--- src/rtl/psel_rr_multi.sv ---
// K-grant round-robin selector with a registered rotating priority pointer.
// Define PSEL_RR_REG_OUT_EN to register the grant outputs (one cycle of latency).
module psel_rr_multi #(
    parameter int N     = 8,
    parameter int K     = 2,
    parameter int DIR   = 0,
    parameter int IDX_W = $clog2(N)
) (
    input  logic                      i_clock,
    input  logic                      i_reset,
    input  logic                      i_en,
    input  logic                      i_stall,
    input  logic [N-1:0]              i_req,
    output logic [N-1:0]              o_gnt,
    output logic [K-1:0][N-1:0]       o_gnt_bus,
    output logic [K-1:0][IDX_W-1:0]   o_gnt_idx,
    output logic [K-1:0]              o_gnt_valid,
    output logic [IDX_W-1:0]          o_ptr
);

    logic [IDX_W-1:0]            r_ptr;
    logic [N-1:0]                w_req_en;
    logic [N-1:0]                w_gnt;
    logic [K-1:0][N-1:0]         w_bus;
    logic [K-1:0][IDX_W-1:0]     w_idx;
    logic [K-1:0]                w_valid;
    logic [IDX_W-1:0]            w_last;
    logic [IDX_W-1:0]            w_ptr_nxt;

    // Position j steps from p in the search direction, wrapping at N rather than 2^IDX_W.
    function automatic logic [IDX_W-1:0] scan_pos(input logic [IDX_W-1:0] p, input int j);
        logic [IDX_W:0] s;
        if (DIR == 0) s = {1'b0, p} + (IDX_W+1)'(j);
        else          s = {1'b0, p} + (IDX_W+1)'(N - j);
        if (s >= (IDX_W+1)'(N)) s = s - (IDX_W+1)'(N);
        return s[IDX_W-1:0];
    endfunction

    assign w_req_en = i_en ? i_req : '0;

    always_comb begin
        logic [N-1:0]     v_taken;
        logic             v_found;
        logic [IDX_W-1:0] v_pos;
        w_bus   = '0;
        w_idx   = '0;
        w_valid = '0;
        v_taken = '0;
        v_found = 1'b0;
        v_pos   = '0;
        for (int k = 0; k < K; k++) begin
            v_found = 1'b0;
            for (int j = 0; j < N; j++) begin
                v_pos = scan_pos(r_ptr, j);
                if (!v_found && w_req_en[v_pos] && !v_taken[v_pos]) begin
                    v_found        = 1'b1;
                    w_bus[k][v_pos] = 1'b1;
                    w_idx[k]       = v_pos;
                    w_valid[k]     = 1'b1;
                end
            end
            v_taken = v_taken | w_bus[k];
        end
        w_gnt = v_taken;
    end

    always_comb begin
        w_last = '0;
        for (int k = 0; k < K; k++) begin
            if (w_valid[k]) w_last = w_idx[k];
        end
    end

    // The next pointer sits just past the last granted index, so skipped requesters lead next time.
    assign w_ptr_nxt = scan_pos(w_last, 1);

    always_ff @(posedge i_clock or posedge i_reset) begin
        if (i_reset)                               r_ptr <= '0;
        else if (i_en && !i_stall && |w_valid)     r_ptr <= w_ptr_nxt;
    end

    assign o_ptr = r_ptr;

`ifdef PSEL_RR_REG_OUT_EN
    logic [N-1:0]                r_gnt;
    logic [K-1:0][N-1:0]         r_bus;
    logic [K-1:0][IDX_W-1:0]     r_idx;
    logic [K-1:0]                r_valid;

    always_ff @(posedge i_clock or posedge i_reset) begin
        if (i_reset) begin
            r_gnt   <= '0;
            r_bus   <= '0;
            r_idx   <= '0;
            r_valid <= '0;
        end else begin
            r_gnt   <= w_gnt;
            r_bus   <= w_bus;
            r_idx   <= w_idx;
            r_valid <= w_valid;
        end
    end

    assign o_gnt       = r_gnt;
    assign o_gnt_bus   = r_bus;
    assign o_gnt_idx   = r_idx;
    assign o_gnt_valid = r_valid;
`else
    // Grants are silenced while reset is held, even though the pointer already reads 0.
    assign o_gnt       = i_reset ? '0 : w_gnt;
    assign o_gnt_bus   = i_reset ? '0 : w_bus;
    assign o_gnt_idx   = i_reset ? '0 : w_idx;
    assign o_gnt_valid = i_reset ? '0 : w_valid;
`endif

endmodule

--- config.mk ---
export PLATFORM = sky130hd
export DESIGN_NAME = psel_rr_multi
export DESIGN_NICKNAME = d
export VERILOG_FILES = /design/src/rtl/psel_rr_multi.sv
export SDC_FILE = /design/constraint.sdc
export NUM_CORES = 1
export LEC_CHECK = 0
export CELL_PAD_IN_SITES_DETAIL_PLACEMENT = 0
export CELL_PAD_IN_SITES_GLOBAL_PLACEMENT = 1
export CORE_ASPECT_RATIO = 1.5
export CORE_MARGIN = 2
export CORE_UTILIZATION = 25
export CTS_CLUSTER_DIAMETER = 120
export CTS_CLUSTER_SIZE = 8
export DETAILED_ROUTE_END_ITERATION = 16
export HOLD_SLACK_MARGIN = 0.12
export MAX_ROUTING_LAYER = met4
export PLACE_DENSITY_LB_ADDON = 0.1
export SETUP_SLACK_MARGIN = 0.1
export SYNTH_ARGS = -nofsm -noshare
export SYNTH_HDL_FRONTEND = slang
export SYNTH_SLANG_ARGS = --single-unit
--- constraint.sdc ---
create_clock -name i_clock -period 5.3 [get_ports i_clock]
set_input_delay 0.795 -clock i_clock [delete_from_list [all_inputs] [get_ports i_clock]]
set_output_delay 0.795 -clock i_clock [all_outputs]
set_load 0.05 [all_outputs]
# --- After elaboration in Yosys (flattened, before gate mapping) ---
# Memories as Yosys holds them, arrays and structs flattened.
# Cells that the tools add are included.
# Widths: inputs -> output; s select.
totals:
  rom_bits: 64
  reg_bits: 3
  memories: 8
  output_inout_bits: 35
  input_bits: 12
mem_list:
  columns: ["name", "depth", "word_bits", "rd", "rd_ports_with_merged_regs", "wr", "line", "source"]
  rows:
  - ["(name not given)", 8, 1, 1, 0, 0, "55", "if (!v_found && w_req_en[v_pos] && !v_taken[v_pos]) begin"]
  - ["(name not given)", 8, 1, 1, 0, 0, "55", null]
  - ["(name not given)", 8, 1, 1, 0, 0, "55", null]
  - ["(name not given)", 8, 1, 1, 0, 0, "55", null]
  - ["(name not given)", 8, 1, 1, 0, 0, "55", null]
  - ["(name not given)", 8, 1, 1, 0, 0, "55", null]
  - ["2 more memories", null, null, null, null, null, null, null]
op_classes:
  n_mux: 120
  magnitude_cmp: 25
  bitwise: 15
  reduce_logical: 72
  addsub: 17
ops:
  columns: ["op", "count"]
  rows:
  - ["$mux 8", 18]
  - ["$or 8x8->8", 15]
  - ["$mux 3", 27]
  - ["$bmux 1 s3", 16]
  - ["$mux 1", 48]
  - ["$logic_and 1x1->1", 40]
  - ["$ge 4x4->1 const B", 8]
  - ["$lt 3x4->1 const B", 8]
  - ["$logic_not 1->1", 31]
  - ["$sub 3x1->3 const B", 9]
  - ["$demux 1 s3", 8]
  - ["$ge 3x1->1 const B", 8]
  - ["$add 3x3->4 const B", 4]
  - ["$mux 16", 1]
  - ["$add 3x1->4 const B", 2]
  - ["$add 3x2->4 const B", 2]
  - ["$mux 6", 1]
  - ["$ge 3x4->1 const B", 1]
  - ["$mux 2", 1]
  - ["$reduce_or 2->1", 1]

# --- Depth between registers and ports, before layout ---
depth:
  word_depth: 72
  mapped_depth: 26

# --- Least setup slack after synthesis ---
# OpenSTA, ideal clock, no wires.
synth_path:
  path_type: "register to output"
  start: "reg r_ptr[2], in the netlist o_ptr[2]"
  end: "out o_gnt[4]"
  stages_incl_launch_ff: 21
  path_buffers: 4
  slack_ps: -1273
  t_required_ps: 4505
  arrival_ps: 5778
  path_cell_list: "dfrtp_1 buf_6 clkinv_1 ha_1 clkbuf_1 nand2b_1 o221ai_1 nand2_1 buf_4 nor3_2 a211o_1 o21ai_1 and4_1 o41ai_4 o211ai_1 or3_1 buf_2 nor2_2 a221oi_1 a31oi_1 or2_1"
synth_between:
  elab_chain_len: 70
  word_cells_on_any_way: 225
  cone_classes: "add/sub: 15; order compare: 24; mux: 95; bitwise: 15; reduce/logical: 68; memory: 8"
synth_lines:
  columns: ["element", "line", "source"]
  rows:
  - ["start: declaration", "21", "logic [IDX_W-1:0] r_ptr;"]
  - ["start signal: assignment", "79", "else if (i_en && !i_stall && |w_valid) r_ptr <= w_ptr_nxt;"]
  - ["branches (longest 68 deep; another with $add 3x1->4)", null, null]
  - ["$or 8x8->8 (*)", "62", "v_taken = v_taken | w_bus[k];"]
  - ["$mux 8 (*)", "110", "assign o_gnt = i_reset ? '0 : w_gnt;"]
  - ["end: declaration", "14", "output logic [N-1:0] o_gnt,"]
# Mark *: on every way between the ends. The select of a mux whose other input is x is not followed.

==> impl_metrics.csv <==
group,metric,value,unit
global_route,grt_pass1_vias,5949,
synthesis,syn_avg_cell_area,7.001,um^2
worst_setup_path,ff2ff_path_depth,22,
synthesis,yosysUniqueCellTypes,97,
cts,cts_buffers,3,
synthesis,synth-main-ff-cell,"dfrtp_1",
sta,finalWorstSetupSlack,-0.08689,ns
sta,slew_headroom,0.4667,
min_path,hold_path_depth,3,
synthesis,synth.area.mux_share,0.09160,
global_route,grtUsageTotal,0.3070,
synthesis,postSynthCellCount,519,
detailed_routing,antenna_left,0,
detailed_routing,avgViaCountPerCell,5.677,
global_route,grt_max_degree,32,
min_path,min_path_type,"flip-flop to flip-flop",
die,dieArea,15530,um^2
detailed_routing,first_iter_violations,337,
detailed_routing,wl_met2,11520,um
worst_setup_path,crit_path_cell_trace,"buf_12 > inv_8 > ha_4 > nand2b_4 > o221ai_4 > nand2_1 > buf_6 > buf_4 > buf_4 > nand3_1 > nor2_2 > a221oi_2 > nand3_1 > o2bb2ai_4 > buf_6 > or2_4 > a311oi_2 > or4b_4 > a32oi_2 > a311oi_2 > buf_12",
worst_setup_path,cp-end-kind,"output pin",
worst_setup_path,worst_path_max_delay_cell,"or4b_4",
placement,place.gp.congestion,0.9974,
global_route,grt_overflow,0,
synthesis,synth_area,3633,um^2
job,drv_cap,0,
worst_setup_path,reg2reg_to,"o_ptr[2]",
detailed_routing,vias,5632,
placement,io_buffer_count,46,
detailed_routing,post_drt_wl_per_cell,23.12,um
cts,cts_sinks,3,
detailed_routing,drtPass1Iterations,5,
worst_setup_path,start_kind,"flip-flop",
die,dieHeight,151.7,um
detailed_routing,wl_met3,1097,um
worst_setup_path,path_class,"flip-flop to output pin",
worst_setup_path,r2r_slack,0.20,ns
min_path,holdCritStartpoint,"o_ptr[2]",
synthesis,synth_nets,538,
detailed_routing,drt-met1-wl,8510,um
layout,largest_reg_flops,3,
sta,fmax,185.6,MHz
detailed_routing,top_layer,"met4",
sta,drv_slew,0,
cts,htree_levels,1,
worst_setup_path,crit_arrival,4.59,ns
synthesis,synth_top_family_by_area,"compound AO/OA/AOI/OAI gates",
sta,final_hold_viol_count,0,
global_route,antenna_found_initial,0,
detailed_routing,wl,22930,um
placement,post_dp_cell_area,6286,um^2
sta,worst_pin_slew,0.7916,ns
outcome,failed_checks,"negative setup slack",
layout,finalNetCount,816,
placement,post-dp-hpwl,18090,um
worst_setup_path,rr_startpoint,"o_ptr[2]",
cts,cts_buffer_depth,2,
sta,period_minus_slack,5.387,ns
die,die_w,102.4,um
worst_setup_path,cpPeakStageDelay,0.50,ns
cts,cts_tree,"built",
die,io_pins,47,
cts,clkTransAtPathRegs,0.03,ns
layout,n_antenna_cell,0,
cts,root_buffer,"clkbuf_16",
synthesis,synth_compound_area_frac,0.4342,
layout,finish.instance_area,7546,um^2
outcome,status,"finished, violations left",
detailed_routing,drc,0,
worst_setup_path,required,4.51,ns
die,core-area,14390,um^2
global_route,grt_pass1_wl,34690,um
sta,final.setup.tns,-0.8397,ns
synthesis,synthSimpleGateAreaFrac,0.3481,
die,initial_utilization,0.2525,
synthesis,synth-xor-area-share,0.01377,
layout,drive_above_1_share,0.6055,
sta,setup_viol,16,
worst_setup_path,critPathMaxFanout,5,
synthesis,synth_warnings,0,
layout,area_growth,107.7,%
cts,clk_latency,0.22,ns
sta,post-route-period-util,1.016,
synthesis,ys_seq_area_frac,0.02066,
synthesis,async_flop_share,1.000,
sta,finClkSkew,0.0003146,ns
sta,rsz0062_at_grt,"yes",
synthesis,ys_ff_latch,3,
die,rows,54,
min_path,worstHoldEndpoint,"o_ptr[2]",
synthesis,yosys.area_share.adder,0.02410,
synthesis,synth-edff-count,0,
-- cells in the mapped netlist, types with 8 or more instances --
| master | number | share of area |
|---|---|---|
| o21ai_0 | 24 | 0.033 |
| clkbuf_1 | 15 | 0.015 |
| nand3_1 | 21 | 0.029 |
| a22oi_1 | 8 | 0.017 |
| and2_1 | 10 | 0.017 |
| nor2_1 | 59 | 0.061 |
| a21oi_1 | 26 | 0.036 |
| o21ai_1 | 14 | 0.019 |
| or2_1 | 11 | 0.019 |
| mux2i_1 | 9 | 0.025 |
| inv_1 | 10 | 0.010 |
| nand2_1 | 56 | 0.058 |
| nor3_1 | 14 | 0.019 |
| a31oi_1 | 11 | 0.019 |
-- layout by cell type (no fill, tap or decap), types with 5 or more instances in the layout --
cell type        count
buf_4              234
nor2_1              52
nand2_1             48
buf_12              36
a21oi_1             25
o21ai_0             23
buf_6               22
nand3_1             17
or2_4               12
buf_2               10
and2_1               9
nand2_2              9
mux2i_1              8
nor2_2               8
nand4_1              7
o21ai_2              7
nor3_2               7
o211ai_1             7
o21ai_1              7
nor3_1               7
a22oi_2              6
inv_1                6
mux4_2               6
nor2b_1              6
a31oi_1              6
mux2_4               5
nor4_4               5
a211oi_1             5
clkdlybuf4s50_1      5
-- critical path, delay by kind of cell (launching register included) --
family                     cells  cell delay (ns)
AOI/OAI and AO/OA              6             1.44
adders and majority gates      1             0.21
DFF                            1             0.43
and+or+nand+nor                7             1.34
buffers and inverters          7             0.93
-- worst max-delay path by stage --
| stage | startpoint | end | cells after the start |
|---|---|---|---|
| final | o_ptr[1] | o_gnt_idx[5] | 21 |
| after CTS | o_ptr[0] | o_gnt[1] | 21 |
| after global placement | i_req[4] | o_gnt_idx[5] | 17 |
| after floorplan | o_ptr[1] | o_gnt[4] | 19 |
| after global routing | o_ptr[0] | o_gnt[3] | 23 |
| after detailed placement | i_req[4] | o_gnt[1] | 18 |
-- area by class of cell --
class | count | area [um^2]
timing repair inverter | 1 | 5.005
sequential | 3 | 81.33
timing repair buffer | 310 | 2888
fill | 1407 | 6845
inverter | 12 | 60.06
clock buffer | 4 | 78.83
multi-input combinational | 466 | 4188
tap | 196 | 245.2
-- metal layers --
layer  track usage  vias up
met5             -        -
met4        0.1940        0
met3       0.03073       89
met2        0.5275      254
met1        0.3340     2703
li1              -     2586
-- what timing repair did --
item,in CTS,in global routing
resized for setup,159,17
hold buffers,0,0
cloned,3,0
pin swaps,66,11
endpoints found under the setup margin,22,21
buffers inserted,50,7
-- metrics by stage --
step / setup WS (ns) / instances / util / hold slack (ns)
floorplan: -0.04465 / 519 / - / 0.8788
detailed placement: -0.8539 / 928 / 0.4368 / 0.7220
CTS: -0.05180 / 985 / 0.5154 / 0.7998
global placement: -0.8561 / 928 / 0.4368 / 0.7112
finish: -0.08689 / 992 / 0.5243 / 0.8040
global route: -0.2357 / 992 / 0.5243 / 0.8426
-- logic make-up after synthesis --
family | count (synthesis)
XOR/XNOR | 4
flip-flops | 3
adder cells (fa/ha/maj) | 7
multiplexers | 24
AO/OA/AOI/OAI | 197
AND/OR/NAND/NOR | 234
buffers and inverters | 50
Power is left out: the tool's default activity adds up to more than one toggle a clock period on the data nets, which glitch-free logic cannot reach.
